<file path="config.mk">
export PLATFORM = sky130hd
export DESIGN_NAME = imem_arbiter
export DESIGN_NICKNAME = d
export VERILOG_FILES = /design/src/rtl/riscv_mem_pkg.sv /design/src/rtl/imem_arbiter_rr_pick2.sv /design/src/rtl/imem_arbiter.sv
export SDC_FILE = /design/constraint.sdc
export NUM_CORES = 1
export LEC_CHECK = 0
export CORE_MARGIN = 5
export CORE_UTILIZATION = 60
export DETAILED_ROUTE_END_ITERATION = 10
export DONT_BUFFER_PORTS = 1
export PLACE_DENSITY_LB_ADDON = 0.05
export SLEW_MARGIN = 20
export SYNTH_ARGS = -nofsm -noshare
export SYNTH_HDL_FRONTEND = slang
export SYNTH_SLANG_ARGS = --single-unit
</file>
<file path="constraint.sdc">
create_clock -name clk -period 5.15 [get_ports clk]
set_input_delay 0.7725 -clock clk [delete_from_list [all_inputs] [get_ports clk]]
set_output_delay 0.7725 -clock clk [all_outputs]
set_load 0.005 [all_outputs]
</file>
<file path="src/rtl/riscv_mem_pkg.sv">
// Shared types and constants for the instruction-memory arbiter.
// Latency: n/a (declarations only).
// Backpressure: n/a (declarations only).
package riscv_mem_pkg;

  typedef enum logic [1:0] {
    IDLE  = 2'd0,
    ISSUE = 2'd1,
    WAIT  = 2'd2,
    RESP  = 2'd3
  } arb_state_t;

  typedef enum logic {
    OWN_IF = 1'b0,
    OWN_LS = 1'b1
  } owner_t;

  localparam int MEM_LAT_MAX = 4;
  localparam int WORD_BYTES  = 4;

  // Byte-offset bits inside a word, and a counter wide enough for MEM_LAT_MAX-1.
  localparam int OFFS_W    = $clog2(WORD_BYTES);
  localparam int LAT_CNT_W = $clog2(MEM_LAT_MAX);

  function automatic logic is_misaligned(input logic [OFFS_W-1:0] offs);
    return offs != '0;
  endfunction

endpackage

</file>
<file path="src/rtl/imem_arbiter_rr_pick2.sv">
// Two-way round-robin chooser between the fetch and load/store requesters.
// Latency: purely combinational, zero cycles.
// Backpressure: none; grants only a requester that is asserting its request.
//
// Ports:
//   req_if, req_ls : request lines of the two requesters
//   last_if        : 1 when the fetch side won the previous grant
//   grant          : one-hot grant, indexed by owner_t (OWN_IF / OWN_LS)
module rr_pick2
  import riscv_mem_pkg::*;
(
  input  logic       req_if,
  input  logic       req_ls,
  input  logic       last_if,
  output logic [1:0] grant
);

  always_comb begin
    grant = 2'b00;
    // Fetch wins when alone, or on a tie when it was not the last winner.
    if (req_if && (!req_ls || !last_if)) begin
      grant[OWN_IF] = 1'b1;
    end else if (req_ls) begin
      grant[OWN_LS] = 1'b1;
    end
  end

endmodule

</file>
<file path="src/rtl/imem_arbiter.sv">
// Shares one single-port word memory between instruction fetch and the LSU.
// Latency: aligned access MEM_LAT+1 cycles from acceptance to response; misaligned 1 cycle.
// Backpressure: one transaction in flight; ready is offered only in IDLE, to one winner.
//
// Ports:
//   clk, reset_n             : clock, synchronous active-low reset
//   if_valid/if_ready/if_addr: fetch request (read only)
//   if_resp_*                : fetch response pulse, data and misalignment error
//   ls_valid/ls_ready/ls_*   : LSU request (read or write)
//   ls_resp_*                : LSU response pulse, data and misalignment error
//   mem_req/mem_we/mem_addr/mem_wdata/mem_rdata : memory port
module imem_arbiter
  import riscv_mem_pkg::*;
#(
  parameter int ADDR_W  = 32,
  parameter int MEM_LAT = 1
) (
  input  logic              clk,
  input  logic              reset_n,

  input  logic              if_valid,
  output logic              if_ready,
  input  logic [ADDR_W-1:0] if_addr,
  output logic              if_resp_valid,
  output logic [31:0]       if_resp_data,
  output logic              if_resp_err,

  input  logic              ls_valid,
  output logic              ls_ready,
  input  logic [ADDR_W-1:0] ls_addr,
  input  logic              ls_we,
  input  logic [31:0]       ls_wdata,
  output logic              ls_resp_valid,
  output logic [31:0]       ls_resp_data,
  output logic              ls_resp_err,

  output logic              mem_req,
  output logic              mem_we,
  output logic [ADDR_W-1:0] mem_addr,
  output logic [31:0]       mem_wdata,
  input  logic [31:0]       mem_rdata
);

  arb_state_t            state_q, state_d;
  owner_t                owner_q, owner_d;
  logic [ADDR_W-1:0]     addr_q, addr_d;
  logic                  we_q, we_d;
  logic [31:0]           wdata_q, wdata_d;
  logic                  last_if_q, last_if_d;
  logic [LAT_CNT_W-1:0]  cnt_q, cnt_d;
  logic                  err_d;
  logic                  resp_rd_q;
  logic [1:0]            grant;

  rr_pick2 u_pick (
    .req_if  (if_valid),
    .req_ls  (ls_valid),
    .last_if (last_if_q),
    .grant   (grant)
  );

  // Ready is a pure decode of state, valids and pointer; forced low in reset.
  assign if_ready = reset_n && (state_q == IDLE) && grant[OWN_IF];
  assign ls_ready = reset_n && (state_q == IDLE) && grant[OWN_LS];

  always_comb begin
    state_d   = state_q;
    owner_d   = owner_q;
    addr_d    = addr_q;
    we_d      = we_q;
    wdata_d   = wdata_q;
    last_if_d = last_if_q;
    cnt_d     = cnt_q;
    err_d     = 1'b0;
    unique case (state_q)
      IDLE: begin
        if (if_ready || ls_ready) begin
          owner_d   = ls_ready ? OWN_LS : OWN_IF;
          addr_d    = ls_ready ? ls_addr : if_addr;
          we_d      = ls_ready && ls_we;
          wdata_d   = ls_ready ? ls_wdata : 32'h0;
          last_if_d = if_ready;
          // Misaligned requests never touch memory; answer with an error at once.
          if (is_misaligned(addr_d[OFFS_W-1:0])) begin
            state_d = RESP;
            err_d   = 1'b1;
          end else begin
            state_d = ISSUE;
          end
        end
      end
      ISSUE: begin
        cnt_d   = LAT_CNT_W'(MEM_LAT - 1);
        state_d = (MEM_LAT == 1) ? RESP : WAIT;
      end
      WAIT: begin
        cnt_d = cnt_q - 1'b1;
        // The count reaching zero on this edge lines RESP up with valid read data.
        if (cnt_q == LAT_CNT_W'(1)) begin
          state_d = RESP;
        end
      end
      RESP: begin
        state_d = IDLE;
      end
      default: begin
        state_d = IDLE;
      end
    endcase
  end

  always_ff @(posedge clk) begin
    if (!reset_n) begin
      state_q   <= IDLE;
      owner_q   <= OWN_IF;
      addr_q    <= '0;
      we_q      <= 1'b0;
      wdata_q   <= 32'h0;
      last_if_q <= 1'b0;
      cnt_q     <= '0;
    end else begin
      state_q   <= state_d;
      owner_q   <= owner_d;
      addr_q    <= addr_d;
      we_q      <= we_d;
      wdata_q   <= wdata_d;
      last_if_q <= last_if_d;
      cnt_q     <= cnt_d;
    end
  end

  // Registered outputs are loaded from the next-state decode so they line up
  // with the state they belong to.
  always_ff @(posedge clk) begin
    if (!reset_n) begin
      mem_req       <= 1'b0;
      mem_we        <= 1'b0;
      mem_addr      <= '0;
      mem_wdata     <= 32'h0;
      if_resp_valid <= 1'b0;
      if_resp_err   <= 1'b0;
      ls_resp_valid <= 1'b0;
      ls_resp_err   <= 1'b0;
      resp_rd_q     <= 1'b0;
    end else begin
      mem_req       <= (state_d == ISSUE);
      mem_we        <= (state_d == ISSUE) && we_d;
      if (state_d == ISSUE) begin
        mem_addr <= {addr_d[ADDR_W-1:OFFS_W], {OFFS_W{1'b0}}};
        if (we_d) begin
          mem_wdata <= wdata_d;
        end
      end
      if_resp_valid <= (state_d == RESP) && (owner_d == OWN_IF);
      ls_resp_valid <= (state_d == RESP) && (owner_d == OWN_LS);
      if_resp_err   <= (state_d == RESP) && (owner_d == OWN_IF) && err_d;
      ls_resp_err   <= (state_d == RESP) && (owner_d == OWN_LS) && err_d;
      resp_rd_q     <= (state_d == RESP) && !err_d && !we_d;
    end
  end

  // Read data is taken straight from the memory in the RESP cycle.
  assign if_resp_data = (if_resp_valid && resp_rd_q) ? mem_rdata : 32'h0;
  assign ls_resp_data = (ls_resp_valid && resp_rd_q) ? mem_rdata : 32'h0;

endmodule

</file>
==> key figures, run 1 <==
Final layout
  – Area growth syn-to-layout: 8.67%
  – Finished Layout Cells: around 830
  – Fraction of layout cells with a size suffix above 1: under 10%
  – Layout Nets: 828
  – Ant diodes: 0

Pwr
  – Max IR drop VDD: slightly above 0.3 mV
  – LEAKAGE: 2.54 nW
  – Pwr/cell area: ~540 nW/um2

Detailed routing
  – Routed WL: between 15 and 20 mm
  – DRC: 0
  – Via count: around 5,300
  – First-pass DRT Iterations: 5
  – Final ANT Viol Nets: 0
  – Post-DR vias/cell: 6.33
  – WL/cell: roughly 20 um
  – Starting DRT DRC Count: about 470

Die
  – Boundary Pins: roughly 270
  – Horiz. Die Dim: about 110 um
  – # rows: 36
  – Die Y: around 110 um
  – Die area: roughly 12,000 um2
  – Core area: roughly 10000 um2
  – Starting Density: between 60% and 70%

Critical path
  – Buffers & Inverters on Critical Path: 1
  – CP max stage cell: nand2_2
  – CP peak stage delay: about 0.46 ns
  – Crit Path Max Fanout: 32
  – CP Data Required Time: around 4.4 ns
  – Dominant delay contributor by cell family on the critical path: simple AND/OR/NAND/NOR gates
  – CP Capture Type: output pin
  – Critical path launch point type: flop
  – Cells along the critical path: inv_1 > ha_1 > nand2_2 > nor2_1
  – Data arrival, critical path: approximately 2.2 ns
  – Worst setup path category: reg -> out

STA
  – Worst Max-Slew Pin Slew: roughly 1.0 ns
  – Fin worst setup slack: around 2.2 ns
  – FMAX: 340 MHz
  – Final period util: a little under three fifths
  – Slew HR: ~33%
  – Worst clock skew: roughly 0.0061 ns
  – Final min period: between 2 and 3 ns
  – Final hold vios: 0
  – Unrepaired setup endpoints after global routing: no
  – Sum of negative setup slack: 0 ns
  – Final Max Slew Viols: 0
  – Final setup viols: 0

Clocking
  – Clock slew at reported path FFs: around 0.060 ns
  – Post-CTS Setup Repair Bufs: 0
  – CTS tree: yes
  – H-tree levels: 4
  – Clock latency on the worst-skew pair: slightly above 0.5 ns
  – CTS buffer count: 17
  – # clock sinks: about 140
  – Post-CTS Resized: 0
  – Deepest clock path buffer count: 2
  – Root buffer cell: clkbuf_8
  – # hold bufs at CTS: 0

Synthesis
  – Largest cells by area after synthesis: dfxtp_1, nand2_1, and3_1
  – FF+latch count, synth: approximately 140
  – Register area share after synthesis: between 40% and 50%
  – Syn Inst Count: about 740
  – Avg Synthesized Cell Area: roughly 8 um2
  – Mapped cell area: between 5000 and 6000 um2
  – EDFF count, synth: 0
  – Synth area leader: dfxtp_1
  – Post-synth top area share: ~46%
  – Async SR Flop Fraction: 0%
  – Unique cell type count in the Yosys netlist: 36
  – Top FF cell, synth: dfxtp_1
  – Yosys Warn Count: 0

Place
  – GP Congestion: between 0.7 and 0.8
  – Post-Place Cells: 804
  – HPWL after detailed placement: roughly 11 mm
  – Pre-CTS setup slack: approximately 2.3 ns
  – Count of buffers from port buffering: 0

Global route
  – First-pass GRT wire length: 24.6 mm
  – Vias in the first global route: approximately 4,800
  – Total Routing Usage GR: approximately a quarter
  – GRT overflow: 0
  – Largest net degree at the start of global routing: about 130
  – Initial antenna violation count: 0

Worst hold path
  – Hold crit path type: in -> reg

Run status
  – Outcome: complete, no violations

Flow run
  – # Max-Cap Violations: 0
==> Yosys cell counts (3+ instances only) <==
library cell and count:
buf_1 4, nand2_1 131, buf_2 8, nor3_1 31, nand3_1 32, a22oi_1 30
a32oi_1 33, o21ai_0 52, and2_1 32, a21oi_1 3, ha_1 5, o21ai_1 13
inv_1 5, o31ai_1 30, clkbuf_1 65, and3_1 65, nor2_1 43, dfxtp_1 138
==> worst register-to-register path, cell delays in order (launching register included) <==
cell and delay, ns:
dfxtp_1 0.32, inv_1 0.12, ha_1 0.34, o211ai_4 0.12, buf_4 0.35, a32o_1 0.48, a2111oi_4 0.31, buf_4 0.52
o21ai_0 0.21
==> routing by layer <==
metal | vias up | share of wire (%) | track usage, %
met5 | - | 0 | 0
met4 | 0 | 2.4 | 10.2
met3 | 31 | 12 | 11.7
met2 | 266 | 48 | 41.2
met1 | 2467 | 38 | 30.5
li1 | 2515 | - | -
==> path summary, 6_finish.rpt <==
kind | slack, ns | depth (start not counted) | endpoint | start
hold / removal | 0.38 | 1 | last_if_q | ls_valid
hold reg to reg | 0.46 | 2 | cnt_q[1] | cnt_q[1]
setup reg to reg | 2.23 | 8 | mem_wdata[15] | state_q[0]
setup / recovery | 2.21 | 4 | if_ready | state_q[0]
==> power by group <==
| part | switching [mW] | internal, mW |
|---|---|---|
| Clock | 0.444 | 0.745 |
| Combinational | 0.664 | 0.274 |
| Sequential | 0.131 | 1.25 |
| Total | 1.24 | 2.27 |
==> layout make-up <==
cell class,count,area [um2]
repair buffers,8,60.1
flip-flops and latches,138,2760
multi-input cells,520,2920
clock buffers,19,432
well taps,133,166
inverters,5,18.8
fillers,865,3270
clock inverters,11,148
==> sequential cells by signal, summed over array words and instances, names as in the netlist, 2 cells and up <==
register,count
wdata_q,32
addr_q,30
state_q,2
mem_wdata,32
mem_addr,30
cnt_q,2
==> metrics by stage <==
| stage | hold slack [ns] | utilization (%) | area, um2 | power, mW |
|---|---|---|---|---|
| after floorplan | 0.432 | - | 5990 | 2.12 |
| after global routing | 0.374 | 66.6 | 6500 | 3.71 |
| after CTS | 0.363 | 66.5 | 6500 | 3.52 |
| final | 0.382 | 66.6 | 6500 | 3.51 |
| after global placement | 0.440 | 60.6 | 5920 | 2.29 |
| after detailed placement | 0.455 | 60.6 | 5920 | 2.33 |
==> cells in the final DEF (no fill, tap or decap), types with 8 or more instances in the layout <==
master,count
buf_4,8
o21ai_1,13
dfxtp_1,138
o21ai_0,52
nor2_1,43
nor3_1,31
a22oi_1,30
clkbuf_16,16
a32oi_1,33
and3_1,65
and2_1,32
nand3_1,32
o31ai_1,30
nand2_1,130
==> cells by family (layout without fill, tap and decap cells) <==
| family | count (synthesis) | after routing | share of synthesized area, % |
|---|---|---|---|
| flops | 138 | 138 | 46.2 |
| buf+inv | 84 | 43 | 5.56 |
| other cells | 1 | 2 | 0.0626 |
| fa+ha+maj | 5 | 5 | 1.05 |
| compound gates | 173 | 173 | 20.2 |
| simple gates | 340 | 340 | 27.0 |
Note: power is estimated with default switching activity, not from simulation.
==> inputs of run 2 (changes only) <==
--- a/config.mk
+++ b/config.mk
@@ -5,6 +5,7 @@
 export SDC_FILE = /design/constraint.sdc
 export NUM_CORES = 1
 export LEC_CHECK = 0
+export ABC_AREA = 1
 export CORE_MARGIN = 5
 export CORE_UTILIZATION = 60
 export DETAILED_ROUTE_END_ITERATION = 10
==> constraint.sdc (replaced) <==
create_clock -name clk -period 3.1 [get_ports clk]
set_input_delay 0.465 -clock clk [delete_from_list [all_inputs] [get_ports clk]]
set_output_delay 0.465 -clock clk [all_outputs]
set_load 0.005 [all_outputs]
==> key figures, run 2 <==
Place
  – Placed cell area: approximately 6500 um2
  – HPWL after detailed placement: approximately 12 mm
  – GP Congestion: approximately 0.82
  – Count of buffers from port buffering: 0

Detailed routing
  – Final ANT Viol Nets: 0
  – Routed WL: 18.2 mm
  – First-pass DRT Iterations: 5
  – WL/cell: 16.9 um
  – Post-Route M1 WL: ~7.3 mm
  – Post-DR vias/cell: approximately 5.5
  – Met2 WL: 8.87 mm
  – DRC: 0
  – Starting DRT DRC Count: roughly 380
  – DR top layer: met4
  – WL met3: roughly 1.5 mm
  – Via count: roughly 6,000

Run status
  – Outcome: complete, no violations

Pwr
  – Net switching fraction of the power: about two fifths
  – Int Pwr: 3.96 mW
  – Max IR drop VDD: 0.737 mV
  – Sw Pwr: roughly 2.5 mW
  – Combinational share of power: between 30% and 40%
  – Seq pwr share: 35.8%
  – Clock share of power: between 20 and 30%
  – LEAKAGE: around 3.2 nW
  – Pwr/cell area: 917 nW/um2

Flow run
  – # Max-Cap Violations: 0

STA
  – FMAX: between 300 and 400 MHz
  – Final Max Slew Viols: 0
  – Slew HR: 34.7%
  – Sum of negative setup slack: 0 ns
  – Final period util: approximately nine tenths
  – Worst Max-Slew Pin Slew: roughly 0.98 ns
  – Final setup viols: 0
  – Worst clock skew: 0.00830 ns
  – Unrepaired setup endpoints after global routing: no
  – Final min period: about 2.7 ns
  – Final hold vios: 0

Final layout
  – Most common cell after layout, fill and taps aside: nand2_1
  – Registers with the most flip-flops: mem_wdata (32), wdata_q (32)
  – Most frequent cells in the layout: nand2_1, nor2_1, dfxtp_1
  – Area growth syn-to-layout: 7.41%
  – Ant diodes: 0
  – Fraction of layout cells with a size suffix above 1: about a tenth
  – Final instance area: just over 7000 um2
  – Layout Nets: 1,067
  – Fillers: 973

Critical path
  – Crit Path Max Fanout: 60
  – Data arrival, critical path: around 2.3 ns
  – CP Data Required Time: roughly 2.6 ns
  – Reg2reg setup slack: approximately 0.5 ns
  – CP peak stage delay: 0.58 ns
  – Critical path launch point type: flop
  – CP dominant cell by count: inv_1
  – Cells along the critical path: inv_1 > ha_1 > nand2_4 > inv_2 > nand3_2 > buf_4 > inv_1
  – R2r worst-path depth: 15
  – R2r endpoint: mem_addr[8]
  – CP max stage cell: buf_4
  – Worst setup path category: reg -> out
  – Reg2reg start: state_q[0]
  – CP Capture Type: output pin

Clocking
  – Clock slew at reported path FFs: 0.06 ns
  – Root buffer cell: clkbuf_8
  – # hold bufs at CTS: 0
  – CTS tree: yes
  – Clock latency on the worst-skew pair: 0.52 ns
  – # clock sinks: around 140
  – Deepest clock path buffer count: 2
  – Post-CTS Setup Repair Bufs: 0
  – CTS buffer count: 17
  – Post-CTS Resized: 0
  – H-tree levels: 4

Synthesis
  – Mapped cell area: 6570 um2
  – FF+latch count, synth: roughly 140
  – Synth area leader: dfxtp_1
  – Unique cell type count in the Yosys netlist: 25
  – Syn Inst Count: between 900 and 1,000
  – Most frequent cell after synthesis: nand2_1
  – Yosys Warn Count: 0
  – Synth top cells by count: nand2_1, nor2_1, dfxtp_1
  – EDFF count, synth: 0
  – Register area share after synthesis: ~42%
  – Avg Synthesized Cell Area: ~6.8 um2
  – Largest cells by area after synthesis: dfxtp_1, nand2_1, nor2_1
  – Post-synth top area share: a little over two fifths
  – Top FF cell, synth: dfxtp_1
  – Async SR Flop Fraction: 0%

Global route
  – Largest net degree at the start of global routing: slightly below 70
  – Vias in the first global route: roughly 5,700
  – Total Routing Usage GR: between 20% and 30%
  – GRT overflow: 0
  – Initial antenna violation count: 0
  – First-pass GRT wire length: approximately 28 mm

Die
  – Die area: between 10,000 and 15,000 um2
  – Horiz. Die Dim: ~110 um
  – Boundary Pins: 269
  – # rows: 38
  – Core area: around 11,000 um2
  – Starting Density: between 60% and 70%
  – Die Y: 115 um

Worst hold path
  – Hold Path Stages: 2
  – Worst hold start: reset_n
  – Hold crit path type: in -> reg
  – Hold Path End: mem_wdata[19]
==> run 2: cell count changes after synthesis, moves of 31 or more <==
cell,before,now
nand4_1,0,34
o21ai_0,52,3
nor3_1,31,0
and2_1,32,0
nand3_1,32,95
nand2_1,131,198
or2_2,0,32
and3_1,65,0
nor2_1,43,142
a21oi_1,3,62
a32oi_1,33,0
inv_1,5,136
==> run 2: layout make-up <==
class | instances | area, um2 | area share, %
Multi-Input combinational cell | 617 | 2910 | 41.3
Sequential cell | 138 | 2760 | 39.2
Inverter | 142 | 533 | 7.56
Clock buffer | 21 | 439 | 6.23
Tap cell | 140 | 175 | 2.48
Clock inverter | 9 | 124 | 1.76
Timing Repair Buffer | 13 | 110 | 1.56
==> run 2: worst max path at each step <==
stage	startpoint	to	slack (ns)
global route	state_q[1]	mem_wdata[12]	0.24
finish	state_q[0]	if_ready	0.37
global placement	state_q[0]	mem_addr[6]	0.64
CTS	state_q[0]	if_ready	0.37
floorplan	reset_n	mem_wdata[10]	1.28
detailed placement	state_q[0]	mem_addr[8]	0.54
==> run 2: logic make-up (layout without fill, tap and decap cells) <==
logic type | Yosys count | count (layout) | synth area share, %
AOI/OAI and AO/OA | 97 | 97 | 8.69
adders and majority gates | 5 | 5 | 0.953
buffers and inverters | 214 | 185 | 13.7
DFF | 138 | 138 | 42.1
other | 1 | 2 | 0.0571
and+or+nand+nor | 513 | 513 | 34.6
==> run 2: power by group through the flow <==
stage	registers, mW	logic (mW)	clock network (mW)
6_report	2.32	2.22	1.94
3_3_place_gp	2.35	2.12	0
4_1_cts	2.32	2.20	1.97
2_1_floorplan	2.28	1.96	0
5_1_grt	2.36	2.49	2.06
3_5_place_dp	2.36	2.18	0
==> run 2: metal layers <==
layer | track usage [%] | vias up
li1 | - | 2934
met1 | 31.2 | 2744
met2 | 47.0 | 263
met3 | 8.25 | 36
met4 | 11.6 | 0
met5 | 0 | -
==> run 2: worst max-delay path, delay by kind of cell (launching register included) <==
family,cells,cell delay [ns]
flops,1,0.35
fa+ha+maj,1,0.25
buf+inv,4,0.86
simple gates,2,0.26
==> run 2: per-stage QoR <==
step / setup slack [ns] / hold slack (ns) / total power, mW / instances / util (%)
finish: 0.367 / 0.0704 / 6.47 / 1080 / 65.4
global route: 0.237 / 0.0560 / 6.90 / 1080 / 65.4
global placement: 0.635 / 0.461 / 4.48 / 1050 / 60.1
detailed placement: 0.542 / 0.475 / 4.54 / 1050 / 60.1
CTS: 0.374 / 0.0482 / 6.49 / 1080 / 65.4
floorplan: 1.28 / 0.446 / 4.23 / 969 / -
==> inputs of run 3 (changes only) <==
==> constraint.sdc (replaced) <==
create_clock -name clk -period 3.1 [get_ports clk]
set_input_delay 0 -clock clk [delete_from_list [all_inputs] [get_ports clk]]
set_output_delay 0 -clock clk [all_outputs]
set_load 0.005 [all_outputs]
==> key figures, run 3 (synthesis results as in run 2) <==
Die
  – Die Y: approximately 110 um
  – # rows: 38
  – Horiz. Die Dim: 115 um
  – Starting Density: 60.9%
  – Core area: approximately 11,000 um2
  – Die area: roughly 13,000 um2
  – Boundary Pins: 269

STA
  – Worst clock skew: 0.00670 ns
  – Final hold slack: 0.0253 ns
  – FMAX: about 350 MHz
  – Final min period: just under 3 ns
  – Fin worst setup slack: 0.211 ns
  – Final period util: a little over 90%
  – Final Max Slew Viols: 0
  – Sum of negative setup slack: 0 ns
  – Final hold vios: 0
  – Final setup viols: 0
  – Unrepaired setup endpoints after global routing: no
  – Slew HR: 34.5%
  – Worst Max-Slew Pin Slew: between 0.9 and 1 ns

Detailed routing
  – Final ANT Viol Nets: 0
  – DRC: 0
  – Via count: 6,702
  – Routed WL: 21.3 mm
  – Post-DR vias/cell: 5.62
  – First-pass DRT Iterations: 6
  – WL/cell: between 15 and 20 um
  – Starting DRT DRC Count: ~540

Clocking
  – CTS tree: yes
  – # clock sinks: ~140
  – H-tree levels: 4
  – Post-CTS Setup Repair Bufs: 0
  – Clock slew at reported path FFs: roughly 0.06 ns
  – Clock latency on the worst-skew pair: between 0.5 and 0.6 ns
  – Root buffer cell: clkbuf_8
  – CTS buffer count: 17
  – Deepest clock path buffer count: 2

Pwr
  – LEAKAGE: ~3.7 nW
  – Overall Power: 7.20 mW
  – Pwr/cell area: 871 nW/um2
  – Max IR drop VDD: just over 0.6 mV

Place
  – HPWL after detailed placement: between 10 and 15 mm
  – Count of buffers from port buffering: 0
  – GP Congestion: a little over 0.8
  – Pre-CTS setup slack: around 0.57 ns

Global route
  – Initial antenna violation count: 0
  – Largest net degree at the start of global routing: 44
  – First-pass GRT wire length: approximately 32 mm
  – Total Routing Usage GR: a little under a third
  – GRT overflow: 0
  – Vias in the first global route: 6,437

Critical path
  – Crit Path Max Fanout: 40
  – CP Capture Type: flop
  – CP max stage cell: dlygate4sd3_1
  – CP dominant cell by count: nand2_2
  – Data arrival, critical path: approximately 3.3 ns
  – Worst setup path category: reg -> reg
  – CP peak stage delay: 0.57 ns
  – Critical path launch point type: flop
  – Cells along the critical path: inv_1 > ha_1 > nand2_4 > inv_2 > nand3_2 > nand2_2 > nand3_2 > nand2_2 > nand2_2 > buf_6 > buf_6 > nand4_1 > nand2_1 > dlygate4sd3_1 > nor2_1
  – CP Data Required Time: 3.53 ns

Final layout
  – Most frequent cells in the layout: nand2_1, nor2_1, dfxtp_1
  – Layout Nets: ~1,200
  – Fraction of layout cells with a size suffix above 1: about a tenth
  – Registers with the most flip-flops: mem_wdata (32), wdata_q (32)
  – Most common cell after layout, fill and taps aside: nand2_1
  – Area growth syn-to-layout: 26.0%
  – Ant diodes: 0

Run status
  – Outcome: complete, no violations

Worst hold path
  – Hold crit path type: in -> reg

Flow run
  – # Max-Cap Violations: 0
run 3: changes by cell type in the layout (fill, tap and decap cells not counted), moves of 2 or more:
cell,before,now
bufinv_16,3,5
clkinv_2,5,2
buf_6,0,2
dlygate4sd3_1,0,109
clkbuf_1,3,0
clkbuf_8,2,6
run 3: final timing paths:
check	startpoint	end	slack, ns	cells after the start
setup / recovery	state_q[0]	mem_wdata[18]	0.21	15
hold / removal	if_addr[7]	mem_addr[7]	0.03	5
setup reg to reg	state_q[0]	mem_wdata[18]	0.21	15
hold reg to reg	last_if_q	last_if_q	0.48	2
run 3: repair_timing:
| action | 4_1_cts | 5_1_grt |
|---|---|---|
| hold buffers | 110 | 0 |
| setup endpoints to repair | 0 | 2 |
| endpoints found under the hold margin | 135 | 0 |
| gates resized for setup | 0 | 4 |
run 3: area by class of cell:
| type | count | area [um2] |
|---|---|---|
| clock buffer | 22 | 483 |
| clock inverter | 10 | 185 |
| fill | 781 | 2520 |
| inverter | 142 | 536 |
| multi-input combinational | 617 | 2910 |
| sequential | 138 | 2760 |
| tap | 140 | 175 |
| timing repair buffer | 124 | 1220 |
run 3: worst max-delay path: cells and delay by family (launching register included):
kind,cells,cell delay [ns]
flip-flops,1,0.37
adder cells (fa/ha/maj),1,0.24
buffers and inverters,5,1.31
AND/OR/NAND/NOR,9,0.86
run 3: through the flow:
step,instances,utilization [%],instance area [um2]
final,1193,76.7,8280
after detailed placement,1051,60.1,6490
after floorplan,969,-,6570
after global routing,1193,76.7,8280
after CTS,1193,76.6,8270
after global placement,1051,60.1,6490
run 3: metal layers:
metal,up-vias,global-route usage (%),wire length [um]
li1,3157,-,-
met1,3101,33.4,7670
met2,361,55.3,10600
met3,83,9.14,1990
met4,0,17.7,1050
met5,-,0,0
run 3: power by group:
group          internal (mW)  switching, mW
clock                   1.50          0.762
combinational          0.865           1.75
sequential              2.11          0.226
